--- src/rtl/game_pkg.sv ---
// Shared types and constants for the game status hub and its helpers.
package game_pkg;

    typedef enum logic [1:0] {
        PLAY   = 2'd0,
        INVULN = 2'd1,
        OVER   = 2'd2
    } game_state_t;

    localparam int IDX_JUMP  = 0;
    localparam int IDX_PAUSE = 1;
    localparam int LIVES_W   = 4;

endpackage

--- src/rtl/input_debouncer.sv ---
// One board input: 2-flop synchroniser, stability-count debouncer and rise detector.
module input_debouncer #(
    parameter int DEBOUNCE_CYCLES = 1000000
) (
    input  logic clk,
    input  logic reset,
    input  logic raw,
    output logic level,
    output logic rise
);

    localparam int CNT_W = (DEBOUNCE_CYCLES > 1) ? $clog2(DEBOUNCE_CYCLES) : 1;
    localparam logic [CNT_W-1:0] CNT_LAST = CNT_W'(DEBOUNCE_CYCLES - 1);

    logic             sync_meta;
    logic             sync_val;
    logic [CNT_W-1:0] stable_cnt;

    // Bring the asynchronous pin into the clk domain before anything looks at it.
    always_ff @(posedge clk or posedge reset) begin
        if (reset) begin
            sync_meta <= 1'b0;
            sync_val  <= 1'b0;
        end else begin
            sync_meta <= raw;
            sync_val  <= sync_meta;
        end
    end

    // Accept a new level only after it has differed from the current one for the full window.
    always_ff @(posedge clk or posedge reset) begin
        if (reset) begin
            stable_cnt <= '0;
            level      <= 1'b0;
            rise       <= 1'b0;
        end else begin
            rise <= 1'b0;
            if (sync_val == level) begin
                stable_cnt <= '0;
            end else if (stable_cnt == CNT_LAST) begin
                stable_cnt <= '0;
                level      <= sync_val;
                rise       <= sync_val;
            end else begin
                stable_cnt <= stable_cnt + 1'b1;
            end
        end
    end

endmodule

--- src/rtl/game_status_hub.sv ---
// Debounced inputs, pausable frame tick and lives/invulnerability state machine.
module game_status_hub
    import game_pkg::*;
#(
    parameter int SYS_FREQ        = 100000000,
    parameter int FRAME_RATE      = 3,
    parameter int NUM_INPUTS      = 2,
    parameter int DEBOUNCE_CYCLES = 1000000,
    parameter int NUM_LIVES       = 3,
    parameter int INVULN_FRAMES   = 2
) (
    input  logic                  clk,
    input  logic                  reset,
    input  logic [NUM_INPUTS-1:0] in_raw,
    input  logic                  collision_detected,
    output logic [NUM_INPUTS-1:0] in_level,
    output logic [NUM_INPUTS-1:0] in_rise,
    output logic                  frame_tick,
    output logic                  paused,
    output logic [LIVES_W-1:0]    lives,
    output logic [NUM_LIVES-1:0]  life_leds,
    output logic                  game_over,
    output logic                  hit_pulse
);

    localparam int DIV   = SYS_FREQ / FRAME_RATE;
    localparam int DIV_W = $clog2(DIV);
    localparam int INV_W = $clog2(INVULN_FRAMES + 1);

    localparam logic [DIV_W-1:0] DIV_LAST = DIV_W'(DIV - 1);
    localparam logic [DIV_W-1:0] DIV_PRE  = DIV_W'(DIV - 2);

    game_state_t        state, state_nxt;
    logic [LIVES_W-1:0] lives_nxt;
    logic [INV_W-1:0]   inv_cnt, inv_nxt;
    logic [DIV_W-1:0]   div_cnt;
    logic               hit_nxt;
    logic               restart;
    logic               col_prev;
    logic               hit_evt;

    for (genvar g = 0; g < NUM_INPUTS; g++) begin : g_inputs
        input_debouncer #(
            .DEBOUNCE_CYCLES(DEBOUNCE_CYCLES)
        ) u_debouncer (
            .clk  (clk),
            .reset(reset),
            .raw  (in_raw[g]),
            .level(in_level[g]),
            .rise (in_rise[g])
        );
    end

    assign paused  = in_level[IDX_PAUSE];
    assign hit_evt = collision_detected & ~col_prev;

    // Frame divider: the tick is registered one count early so it is high on the terminal count.
    always_ff @(posedge clk or posedge reset) begin
        if (reset) begin
            div_cnt    <= '0;
            frame_tick <= 1'b0;
        end else if (restart) begin
            div_cnt    <= '0;
            frame_tick <= 1'b0;
        end else if (paused) begin
            frame_tick <= 1'b0;
        end else if (div_cnt == DIV_LAST) begin
            div_cnt    <= '0;
            frame_tick <= 1'b0;
        end else begin
            div_cnt    <= div_cnt + 1'b1;
            frame_tick <= (div_cnt == DIV_PRE);
        end
    end

    // Remember last cycle's collision level so a sustained overlap counts once.
    always_ff @(posedge clk or posedge reset) begin
        if (reset) begin
            col_prev <= 1'b0;
        end else begin
            col_prev <= collision_detected;
        end
    end

    // Next-state logic: lose a life on a fresh hit, wait out invulnerability, restart after game over.
    always_comb begin
        state_nxt = state;
        lives_nxt = lives;
        inv_nxt   = inv_cnt;
        hit_nxt   = 1'b0;
        restart   = 1'b0;
        case (state)
            PLAY: begin
                if (hit_evt && !paused) begin
                    hit_nxt   = 1'b1;
                    lives_nxt = lives - 1'b1;
                    if (lives == LIVES_W'(1)) begin
                        state_nxt = OVER;
                    end else begin
                        state_nxt = INVULN;
                        inv_nxt   = INV_W'(INVULN_FRAMES);
                    end
                end
            end
            INVULN: begin
                if (frame_tick) begin
                    inv_nxt = inv_cnt - 1'b1;
                    if (inv_cnt == INV_W'(1)) begin
                        state_nxt = PLAY;
                    end
                end
            end
            OVER: begin
                if (in_rise[IDX_JUMP]) begin
                    state_nxt = PLAY;
                    lives_nxt = LIVES_W'(NUM_LIVES);
                    inv_nxt   = '0;
                    restart   = 1'b1;
                end
            end
            default: begin
                state_nxt = PLAY;
            end
        endcase
    end

    // Game state registers.
    always_ff @(posedge clk or posedge reset) begin
        if (reset) begin
            state     <= PLAY;
            lives     <= LIVES_W'(NUM_LIVES);
            inv_cnt   <= '0;
            hit_pulse <= 1'b0;
        end else begin
            state     <= state_nxt;
            lives     <= lives_nxt;
            inv_cnt   <= inv_nxt;
            hit_pulse <= hit_nxt;
        end
    end

    // Display outputs follow the registered lives/state one cycle later.
    always_ff @(posedge clk or posedge reset) begin
        if (reset) begin
            life_leds <= '1;
            game_over <= 1'b0;
        end else begin
            for (int i = 0; i < NUM_LIVES; i++) begin
                life_leds[i] <= (lives > LIVES_W'(i));
            end
            game_over <= (state == OVER);
        end
    end

endmodule
--- config.mk ---
export PLATFORM = sky130hd
export DESIGN_NAME = game_status_hub
export DESIGN_NICKNAME = d
export VERILOG_FILES = /design/src/rtl/game_pkg.sv /design/src/rtl/input_debouncer.sv /design/src/rtl/game_status_hub.sv
export SDC_FILE = /design/constraint.sdc
export NUM_CORES = 1
export LEC_CHECK = 0
export CORE_ASPECT_RATIO = 0.9
export CORE_UTILIZATION = 60
export CTS_BUF_LIST = sky130_fd_sc_hd__clkbuf_8 sky130_fd_sc_hd__clkbuf_16
export CTS_CLUSTER_SIZE = 8
export DETAILED_ROUTE_END_ITERATION = 8
export PLACE_DENSITY = 0.79
export RECOVER_POWER = 50
export SYNTH_ARGS = -nofsm -noshare
export SYNTH_HDL_FRONTEND = slang
export SYNTH_SLANG_ARGS = --single-unit
--- constraint.sdc ---
create_clock -name clk -period 3 [get_ports clk]
set_input_delay 0.45 -clock clk [delete_from_list [all_inputs] [get_ports clk]]
set_output_delay 0.45 -clock clk [all_outputs]
set_load 0.01 [all_outputs]
==> results.json <==
{
  "status": "complete, but fails checks",
  "violations": "capacitance limit, slew limit",
  "grtUsageMet2_pct": 37.71,
  "routedWlPerCell_um": 14.48,
  "finalPower_w": 0.002046,
  "synth_common_cells": "83 x dfrtp_1, 68 x nor2_1, 41 x nand2_1, 39 x nand3_1, 30 x xor2_1",
  "critPathSlowestCell": "or4b_2",
  "syn_area_per_cell_um2": 9.623,
  "ys_seq_area_share_pct": 50.00,
  "max_freq_ghz": 0.3883,
  "htreeDepth": 3,
  "yosysMostFrequentCell": "dfrtp_1",
  "drive_gt1_share_pct": 6.017,
  "clkTransAtPathRegs_ps": 80,
  "synth_top_family_by_area": "simple AND/OR/NAND/NOR gates",
  "use_met3_pct": 6.136,
  "ys_top_cells_by_area": "dfrtp_1 47%, xor2_1 5.9%, nor2_1 5.8%",
  "syn_nets": 475,
  "max_cap_violations": 1,
  "clock-root-buffer": "clkbuf_8",
  "post-route-period-util_pct": 85.85,
  "ctsHoldBuffers": 0,
  "p_sw_share_pct": 21.47,
  "grt_overflow": 0,
  "comb_power_share_pct": 2.5,
  "clockBufferDepth": 2,
  "rsz0062_at_grt": "no",
  "setup_ws_ps": 424.4,
  "synth-seq-cells": 88,
  "setup.worst_path.class": "flip-flop to flip-flop",
  "die-area_um2": 7709,
  "power.internal_w": 0.001607,
  "final-max-slew-violation-count": 53,
  "yosys_warnings": 0,
  "cts_tree": "yes",
  "clkLatencyLatePin_ps": 350,
  "post_cts_resize_count": 0,
  "antenna_cells": 0,
  "yosysTopAreaCell": "dfrtp_1",
  "pin_count": 20,
  "grt_usage_pct": 24.00,
  "hold_path_class": "flip-flop to flip-flop",
  "num_rows": 29,
  "synth_area_um2": 4417,
  "ant_nets": 0,
  "busiest_layer": "met2",
  "p_sw_w": 0.0004394,
  "die_h_um": 83.40,
  "area_delta_synth_final_pct": 10.06,
  "rrSetupSlack_ps": 420,
  "grt_util_met1_pct": 33.19,
  "post_cts_buffers": 0,
  "final_nets": 493,
  "synth-edff-count": 0,
  "leakagePower_nw": 2.105,
  "relSlewSlack_pct": -27.88,
  "p_seq_share_pct": 58.9,
  "ir_worst_vdd_mv": 0.4421,
  "synth_cell_types": 48,
  "drtIter0Drc": 159,
  "finalHoldViolations": 0,
  "place_worst_setup_slack_ps": 539.4,
  "routed_wl_um": 8328,
  "synth_xor_area_share_pct": 9.915,
  "antenna_found_initial": 0,
  "cp.arrival_ps": 2770,
  "dr.pass1.iters": 4,
  "tightest_slew_ps": 1916,
  "vias": 3312,
  "clock-sinks": 88,
  "grt_pass1_wl_um": 14680,
  "vias_per_cell": 5.760,
  "period_needed_ps": 2576,
  "synth_mux_area_share_pct": 1.615,
  "hpwl_um": 5808,
  "first_global_vias": 3237,
  "crit_fanout": 7,
  "grt_max_degree": 53,
  "coreArea_um2": 7076,
  "clkPwrFrac_pct": 38.6,
  "cp-end-kind": "flip-flop",
  "nFillCells": 567,
  "ys.flop_type": "dfrtp_1",
  "netlist_instances": 459,
  "synth_compound_area_share_pct": 5.949,
  "start_util_pct": 62.42,
  "path_cells": "or4b_2 > nor4_1 > nand3_1 > nor2_1 > a2111oi_0",
  "cp_slowest_stage_delay_ps": 680,
  "cts_made_buffers": 9,
  "io_buffers": 19,
  "setup-violations-final": 0,
  "setup_tns_ps": 0,
  "cp.required_ps": 3190,
  "start_kind": "flip-flop",
  "skew_ps": 8.426,
  "pwr_density_cell_nw_per_um2": 420.9,
  "synth_adder_area_share_pct": 3.116,
  "drc": 0,
  "gp_congestion": 0.8275,
  "die_x_um": 92.44,
  "async_flop_share_pct": 100.0,
  "synthSimpleGateAreaFrac_pct": 25.89,
  "synth_top_area_share_pct": 47.03
}
## area by class of cell
type / count / area [um2] / share of cell area (%)
multi-input cells: 336 / 2053 / 42.24
well taps: 93 / 116.4 / 2.394
inverters: 17 / 63.81 / 1.313
clock inverters: 6 / 53.80 / 1.107
repair buffers: 25 / 227.7 / 4.685
flip-flops and latches: 88 / 2208 / 45.43
clock buffers: 10 / 137.6 / 2.831
## power groups by stage
stage | clock (W) | sequential, W | combinational, W
global route | 0.000869 | 0.00121 | 0.0000615
detailed placement | 0 | 0.00123 | 0.0000563
global placement | 0 | 0.00123 | 0.0000551
finish | 0.000790 | 0.00120 | 0.0000515
floorplan | 0 | 0.00123 | 0.0000373
CTS | 0.000818 | 0.00120 | 0.0000566
## routing by layer
metal  routed length, um  up-vias
met5                   0        -
met4                  68        0
met3                 342        5
met2                3927       73
met1                3991     1603
li1                    -     1631
## placed cells by master, fill, tap and decap left out, types with 4 or more instances in the layout
master / Yosys / layout
and4_1: 6 / 6
o21ai_0: 16 / 16
nand2_1: 41 / 41
nand3_1: 39 / 39
a21oi_1: 9 / 9
ha_1: 11 / 11
nor4_1: 14 / 14
dfrtp_1: 83 / 83
inv_1: 16 / 20
a2111oi_0: 4 / 4
and3_1: 7 / 7
mux2i_1: 6 / 6
clkbuf_8: 0 / 10
xnor2_1: 20 / 20
nor2_1: 68 / 68
xor2_1: 30 / 30
dfstp_2: 5 / 4
clkdlybuf4s50_1: 0 / 15
dlygate4sd3_1: 0 / 4
nand4_1: 11 / 11
nor3_1: 15 / 15
## stage by stage
stage          hold slack (ps)  utilization [%]  cells  cell area, um2
2_1_floorplan            331.2                -    459            4417
3_3_place_gp             342.0            66.12    559            4678
3_5_place_dp             343.3            66.12    559            4678
4_1_cts                  360.4            68.82    575            4870
5_1_grt                  372.9            68.70    575            4861
6_report                 357.8            68.70    575            4861
## worst max-delay path: cells and delay by family, from the launching register on
kind | cells | cell delay (ps)
simple gates | 4 | 1830
compound gates | 1 | 170
flops | 1 | 420
## worst paths after layout
| path | start | endpoint | depth (start not counted) |
|---|---|---|---|
| max | div_cnt[16] | div_cnt[6] | 5 |
| min | g_inputs[0].u_debouncer.sync_meta | g_inputs[0].u_debouncer.sync_val | 0 |
| max reg2reg | div_cnt[16] | div_cnt[6] | 5 |
| min reg2reg | g_inputs[0].u_debouncer.sync_meta | g_inputs[0].u_debouncer.sync_val | 0 |
| max in group asynchronous | reset | g_inputs[1].u_debouncer.stable_cnt[17] | 3 |
| min in group asynchronous | reset | g_inputs[0].u_debouncer.stable_cnt[2] | 2 |
## kinds of logic after synthesis
logic type | after synthesis
simple gates | 226
flops | 88
xor+xnor | 50
compound gates | 42
buf+inv | 35
fa+ha+maj | 11
mux | 7
## sequential cells by signal, indices dropped and copies added, names as in the netlist
signal / cells
col_prev: 1
div_cnt: 25
frame_tick: 1
g_inputs.u_debouncer.level: 2
g_inputs.u_debouncer.rise: 2
g_inputs.u_debouncer.stable_cnt: 40
g_inputs.u_debouncer.sync_meta: 2
g_inputs.u_debouncer.sync_val: 2
game_over: 1
hit_pulse: 1
inv_cnt: 2
life_leds: 3
lives: 4
state: 2
Power figures use the tool's default switching activity.
